### src/rtl/note_square_sequencer.sv
// Frame-level sequencer: erases, then redraws, each note-lane square, one VGA pixel per cycle.
// Optional build macro NOTE_SEQ_DIRTY_SKIP_EN skips slots whose colour code is unchanged since the last frame.
module note_square_sequencer #(
  parameter int NUM_SLOTS  = 10,
  parameter int SLOT_PITCH = 10,
  parameter int X_BASE     = 10,
  parameter int Y_BASE     = 112,
  parameter int SQ_SIZE    = 4
) (
  input  logic                 clk,
  input  logic                 reset,
  input  logic                 start,
  input  logic [NUM_SLOTS-1:0] red_sequence,
  input  logic [NUM_SLOTS-1:0] yellow_sequence,
  output logic                 busy,
  output logic                 done,
  output logic                 plot,
  output logic [7:0]           x,
  output logic [6:0]           y,
  output logic [2:0]           colour
);

  localparam int CB = $clog2(SQ_SIZE);
  localparam int PB = 2 * CB;
  localparam int SB = (NUM_SLOTS > 1) ? $clog2(NUM_SLOTS) : 1;
  localparam logic [PB-1:0] PX_MAX    = '1;
  localparam logic [SB-1:0] SLOT_LAST = SB'(NUM_SLOTS - 1);
  localparam logic [7:0]    X_ORIGIN  = 8'(X_BASE);
  localparam logic [7:0]    X_STEP    = 8'(SLOT_PITCH);
  localparam logic [6:0]    Y_ORIGIN  = 7'(Y_BASE);
  localparam logic [2:0]    BLACK     = 3'b000;

  typedef enum logic [1:0] {C_NONE, C_RED, C_YELLOW} code_t;
  typedef enum logic [2:0] {S_IDLE, S_CHECK, S_ERASE, S_DRAW, S_DONE} state_t;

  function automatic logic [2:0] code_colour(code_t c);
    case (c)
      C_RED:    return 3'b100;
      C_YELLOW: return 3'b110;
      default:  return BLACK;
    endcase
  endfunction

  state_t               state;
  logic [SB-1:0]        slot;
  logic [PB-1:0]        px;
  logic [7:0]           slot_x;
  logic [NUM_SLOTS-1:0] red_snap;
  logic [NUM_SLOTS-1:0] yellow_snap;
  code_t                slot_code;
  logic [PB-1:0]        px_inc;

`ifdef NOTE_SEQ_DIRTY_SKIP_EN
  code_t prev_code [NUM_SLOTS];
`endif

  // NOTE: every variable written in always_comb gets a default first, so no path can infer a latch.
  always_comb begin
    slot_code = C_NONE;
    if (red_snap[slot])         slot_code = C_RED;
    else if (yellow_snap[slot]) slot_code = C_YELLOW;
  end

  assign px_inc = px + PB'(1);
  assign busy   = (state != S_IDLE);

  // NOTE: all state and registered outputs use non-blocking assignments so every update sees pre-edge values.
  always_ff @(posedge clk) begin
    if (reset) begin
      state       <= S_IDLE;
      slot        <= '0;
      px          <= '0;
      slot_x      <= X_ORIGIN;
      red_snap    <= '0;
      yellow_snap <= '0;
      done        <= 1'b0;
      plot        <= 1'b0;
      x           <= '0;
      y           <= '0;
      colour      <= BLACK;
`ifdef NOTE_SEQ_DIRTY_SKIP_EN
      // NOTE: the retained codes are a small register array, so clearing them on reset is cheap and required.
      for (int i = 0; i < NUM_SLOTS; i++) prev_code[i] <= C_NONE;
`endif
    end else begin
      case (state)
        S_IDLE: begin
          done <= 1'b0;
          if (start) begin
            red_snap    <= red_sequence;
            yellow_snap <= yellow_sequence;
            slot        <= '0;
            px          <= '0;
            slot_x      <= X_ORIGIN;
`ifdef NOTE_SEQ_DIRTY_SKIP_EN
            state       <= S_CHECK;
`else
            state       <= S_ERASE;
            plot        <= 1'b1;
            x           <= X_ORIGIN;
            y           <= Y_ORIGIN;
            colour      <= BLACK;
`endif
          end
        end

`ifdef NOTE_SEQ_DIRTY_SKIP_EN
        S_CHECK: begin
          if (slot_code != prev_code[slot]) begin
            prev_code[slot] <= slot_code;
            state           <= S_ERASE;
            px              <= '0;
            plot            <= 1'b1;
            x               <= slot_x;
            y               <= Y_ORIGIN;
            colour          <= BLACK;
          end else if (slot == SLOT_LAST) begin
            state <= S_DONE;
            done  <= 1'b1;
          end else begin
            slot   <= slot + SB'(1);
            slot_x <= slot_x + X_STEP;
          end
        end
`endif

        S_ERASE, S_DRAW: begin
          if (px != PX_MAX) begin
            px <= px_inc;
            x  <= slot_x + 8'(px_inc[CB-1:0]);
            y  <= Y_ORIGIN + 7'(px_inc[PB-1:CB]);
          end else if (state == S_ERASE && slot_code != C_NONE) begin
            state  <= S_DRAW;
            px     <= '0;
            x      <= slot_x;
            y      <= Y_ORIGIN;
            colour <= code_colour(slot_code);
          end else if (slot == SLOT_LAST) begin
            state  <= S_DONE;
            done   <= 1'b1;
            plot   <= 1'b0;
            x      <= '0;
            y      <= '0;
            colour <= BLACK;
          end else begin
            slot   <= slot + SB'(1);
            slot_x <= slot_x + X_STEP;
            px     <= '0;
`ifdef NOTE_SEQ_DIRTY_SKIP_EN
            state  <= S_CHECK;
            plot   <= 1'b0;
            x      <= '0;
            y      <= '0;
            colour <= BLACK;
`else
            state  <= S_ERASE;
            x      <= slot_x + X_STEP;
            y      <= Y_ORIGIN;
            colour <= BLACK;
`endif
          end
        end

        S_DONE: begin
          state <= S_IDLE;
          done  <= 1'b0;
        end

        default: state <= S_IDLE;
      endcase
    end
  end

endmodule
### config.mk
export PLATFORM = sky130hd
export DESIGN_NAME = note_square_sequencer
export DESIGN_NICKNAME = d
export VERILOG_FILES = /design/src/rtl/note_square_sequencer.sv
export SDC_FILE = /design/constraint.sdc
export NUM_CORES = 1
export LEC_CHECK = 0
export CORE_UTILIZATION = 40
export CTS_CLUSTER_DIAMETER = 200
export DETAILED_ROUTE_END_ITERATION = 12
export PLACE_DENSITY = 0.61
export SLEW_MARGIN = 25
export SYNTH_ARGS = -nofsm -noshare
export SYNTH_HDL_FRONTEND = slang
export SYNTH_SLANG_ARGS = --single-unit
### constraint.sdc
create_clock -name clk -period 4.55 [get_ports clk]
set_input_delay 0.91 -clock clk [delete_from_list [all_inputs] [get_ports clk]]
set_output_delay 0.91 -clock clk [all_outputs]
set_load 0.05 [all_outputs]
* Word level (Yosys, flattened, before mapping) *
Cells that the tools add are included.

operators by class
  add/subtract/negate cells = 5
  magnitude comparators = 1
  eq/ne operators = 13
  muxes and demuxes = 48
  reductions and logical operators = 16

operator list
  kind                 count
  $mux 8               7
  $pmux 8 s2           2
  $mux 4               7
  $mux 7               4
  $mux 3               7
  $pmux 3 s2           3
  $pmux 4 s2           2
  $pmux 7 s2           1
  $ne 2x2->1 const B   5
  $reduce_and 5->1     2
  $mux 1               9
  $add 4x1->4 const B  2
  $add 8x2->8          1
  $add 8x4->8 const B  1
  $bmux 1 s4           2
  $ne 4x4->1 const B   2
  $add 5x3->6 const A  1
  $eq 3x2->1 const B   2
  $reduce_and 2->1     3
  $reduce_and 3->1     2
  $reduce_bool 2->1    3
  $lt 4x5->1 const B   1
  $eq 4x4->1 const B   1
  $mux 2               2
  9 further kinds      11

storage, ports and cells
  register bits = 59
  output and inout port bits = 21
  word-level logic and storage cells = 94

* Logic depth before layout (Yosys ltp) *
  word-level depth = 9
  mapped depth = 8
  gate-level depth less buffers = 8

* Least setup slack after synthesis *
No wires, ideal clock.

  kind = register -> register
  start point = register slot[0]
  end point = register px[0]
  arrival time = 2131 ps
  required time = 4462 ps
  slack = 2331 ps
  cell stages (with the launch flop) = 8
  buffers on the path = 1
  clock period less this slack = 2219 ps
  cell sequence = dfxtp_1 buf_6 mux4_2 a2bb2oi_1 a22oi_4 a21oi_4 or3_4 a311oi_2

on the way
  word-level cells in the longest chain between the ends = 9
  elaborated cells on any way between the ends = 14
  classes of those cells = eq/ne (2); mux (9); reduce/logical (3)

RTL lines
  element                       RTL line  source
  from (decl)                   45        logic [SB-1:0] slot;
  from (signal assigned)        146       slot <= slot + SB'(1);
  $bmux 1 s4                    61        else if (yellow_snap[slot]) slot_code = C_YELLOW;
  $mux 1 (not written as such)  61
  $mux 2                        61
  $mux 2                        60        if (red_snap[slot]) slot_code = C_RED;
  $reduce_bool 2->1             132       end else if (state == S_ERASE && slot_code != C_NONE) begin
  $logic_and 1x1->1             132
  $mux 4                        132
  $mux 4                        128       if (px != PX_MAX) begin
  $pmux 4 s2                    86        case (state)
  to (signal assigned)          129       px <= px_inc;
  to (decl)                     46        logic [PB-1:0] px;

Several ways; a longest one is shown, not always the timed one. The select of a mux whose other input is x is not followed.
A chain may end at the register's enable or synchronous reset.

* Worst setup path after layout *
  start point = register state[0]
  end point = output port busy

on the way
  word-level cells in the longest chain between the ends = 1

RTL lines
  element                 RTL line  source
  from (decl)             44        state_t state;
  from (signal assigned)  70        state <= S_IDLE;
  from (signal assigned)  98        state <= S_ERASE;
  from (signal assigned)  133       state <= S_DRAW;
  $reduce_bool 3->1       65        assign busy = (state != S_IDLE);
  to (decl)               15        output logic busy,

No other way between the ends.

==> results.cfg <==
[timing]
finClkSkew_ns = 0.00589
hold_viol = 0
holdWs_ns = 0.461
slew_headroom_pct = 40.1
fin_crit_sh_pct = 61.1
drv_slew = 0
fin_ws_ns = 1.77
fin_setup_tns_ns = 0
fin_crit_ns = 2.78
setup_viol = 0
fmax_mhz = 360
worst_pin_slew_ns = 0.899
rsz0062_at_grt = no

[global_route]
grt_antenna_before_repair = 0
grt_max_degree = 49
gr-usage-met3_pct = 3.05
grt_pass1_vias = 2269
grtUsageMet1_pct = 26.5
use_met2_pct = 30.0
busiest_layer = met2
grt-ovfl-total = 0
grt_pass1_wl_um = 10900
grt_usage_pct = 19.0

[clock_network]
clk_path_buf_depth = 2
cts-root-buf = clkbuf_8
cts.sinks = 53
clk_latency_ns = 0.31
cts_setup_buffers = 0
cts_tree = done
cts_max_level = 2
cts_buffers = 5
cts_hold_buf = 0
ctsResizeCount = 0
clk_pin_slew_ns = 0.10

[placement]
port_buffers = 40
placed_cells = 423
post-place-ws_ns = 1.74
place_congestion = 0.879
dp_hpwl_um = 4390

[drt]
drt-total-wl_um = 6320
num_vias = 2389
avgRoutedWirePerCell_um = 14.7
drtIter0Drc = 120
drc = 3
ant_nets = 0
dr.pass1.iters = 8
via_per_inst = 5.54

[die]
dieArea_mm2 = 0.00712
io_pins = 44
row_count = 29
design.core.area_mm2 = 0.00646
start_util_pct = 42.0
die_width_um = 84.4
die_h_um = 84.4

[synth]
synthFlopType = dfxtp_1
synth-async-reset-ratio_pct = 0
synthTopCellsByArea = dfxtp_1 (39%), nand2_1 (8.3%), a21oi_1 (7.2%)
synth_seq_area_share_pct = 39.1
synth_cell_types = 60
ys_seq_elements = 53
ys_warn_count = 0
netlist.area_leader.share_pct = 39.1
syn_area_per_cell_um2 = 8.28
syn-cell-area_mm2 = 0.00272
synth_edf_count = 0
synth_area_leader_cell = dfxtp_1
synthCells = 328

[final_layout]
regArea_mm2 = 0.00106
nNetsFinal = 382
multi_input_area_mm2 = 0.00153
diodes = 0
layout-drive-gt1-share_pct = 7.34
num-fill-cells = 674
syn2layout_area_growth_pct = 18.6
final_cells = 431

[worst_setup_path]
path_max_fanout = 8
path_class = register to output pin
setup.worst_path.start_class = register
setup.worst_path.end_class = output pin
worst_ep_required_time_ns = 3.64
r2r_cells = 6
arrival_ns = 1.87

[run]
maxCapViolations = 0

[power_and_ir_drop]
powerDensity_mw_per_mm2 = 302
vdd_ir_drop_max_mv = 0.133
p_leak_nw = 1.16

[status]
violations = design-rule violations
status = finished, violations left

[min_path]
min_path_type = register to register
hold_depth = 2
kinds of logic after synthesis:
| kind of cell | synth area share (%) |
|---|---|
| AND/OR/NAND/NOR | 22.7 |
| AO/OA/AOI/OAI | 22.0 |
| flip-flops | 39.1 |
| buffers and inverters | 5.07 |
| multiplexers | 5.12 |
| XOR/XNOR | 2.90 |
| adder cells (fa/ha/maj) | 3.04 |
| other | 0.138 |
area by class of cell:
class | instances | area share [%]
sequential | 53 | 33.0
tap | 77 | 2.99
inverter | 3 | 0.350
clock buffer | 6 | 2.57
multi-input combinational | 249 | 47.5
clock inverter | 2 | 1.17
timing repair buffer | 41 | 12.5
through the flow:
stage                     total power [mW]  utilization (%)  cell area (um^2)
after floorplan                      0.598                -              2730
after global placement               0.642             48.0              3100
after detailed placement             0.643             48.0              3100
after CTS                            0.980             49.8              3220
after global routing                  1.01             49.8              3220
final                                0.971             49.8              3220
synthesized netlist by cell type (4+ instances only):
library cell   n
and3_1         5
o21ai_0        7
nor2_1        27
a21oi_1       39
mux2i_1        6
nand3_1       12
nand2_1       60
ha_1           5
dfxtp_1       53
xor2_1         4
nor3_1        10
buf_4          5
clkbuf_1      18
xnor2_1        5
critical path, stage by stage (launching register included):
cell             delay, ns
dfxtp_1               0.54
nor3_1                0.15
inv_1                 0.07
clkdlybuf4s50_1       0.80
layer usage:
metal | share of wire, % | vias up
met5 | 0 | -
met1 | 47 | 1110
li1 | - | 1205
met2 | 47 | 64
met4 | 1.6 | 0
met3 | 3.8 | 10
registers in the layout (all words and copies together), names as in the netlist:
name         flops
px               4
y                3
x                8
colour           2
state            3
slot             4
red_snap        10
done             1
plot             1
slot_x           7
yellow_snap     10
layout by cell type, fill, tap and decap left out, types with 3 or more instances in the layout:
master            n
nand2_1          60
dfxtp_1          53
a21oi_1          39
clkdlybuf4s50_1  39
nor2_1           27
nand3_1          12
nor3_1           10
o21ai_0           7
mux2i_1           6
clkbuf_8          6
and3_1            5
xnor2_1           5
ha_1              5
xor2_1            4
conb_1            4
inv_1             3
mux2_2            3
a31oi_1           3
a211oi_1          3
o31ai_1           3
a22o_1            3
o211ai_1          3
final timing paths:
check	slack (ns)	endpoint	from
hold / removal	0.46	yellow_snap[8]$_SDFFE_PP0P_	yellow_snap[8]$_SDFFE_PP0P_
hold reg to reg	0.46	yellow_snap[8]$_SDFFE_PP0P_	yellow_snap[8]$_SDFFE_PP0P_
setup reg to reg	1.88	slot[3]$_SDFFE_PP0P_	slot[0]$_SDFFE_PP0P_
setup / recovery	1.77	busy	state[0]$_SDFFE_PP0P_
where the power goes:
group / internal (mW) / switching (mW)
logic: 0.0537 / 0.0875
registers: 0.480 / 0.0103
clock network: 0.179 / 0.161
Note: power is estimated with default switching activity, not from simulation.
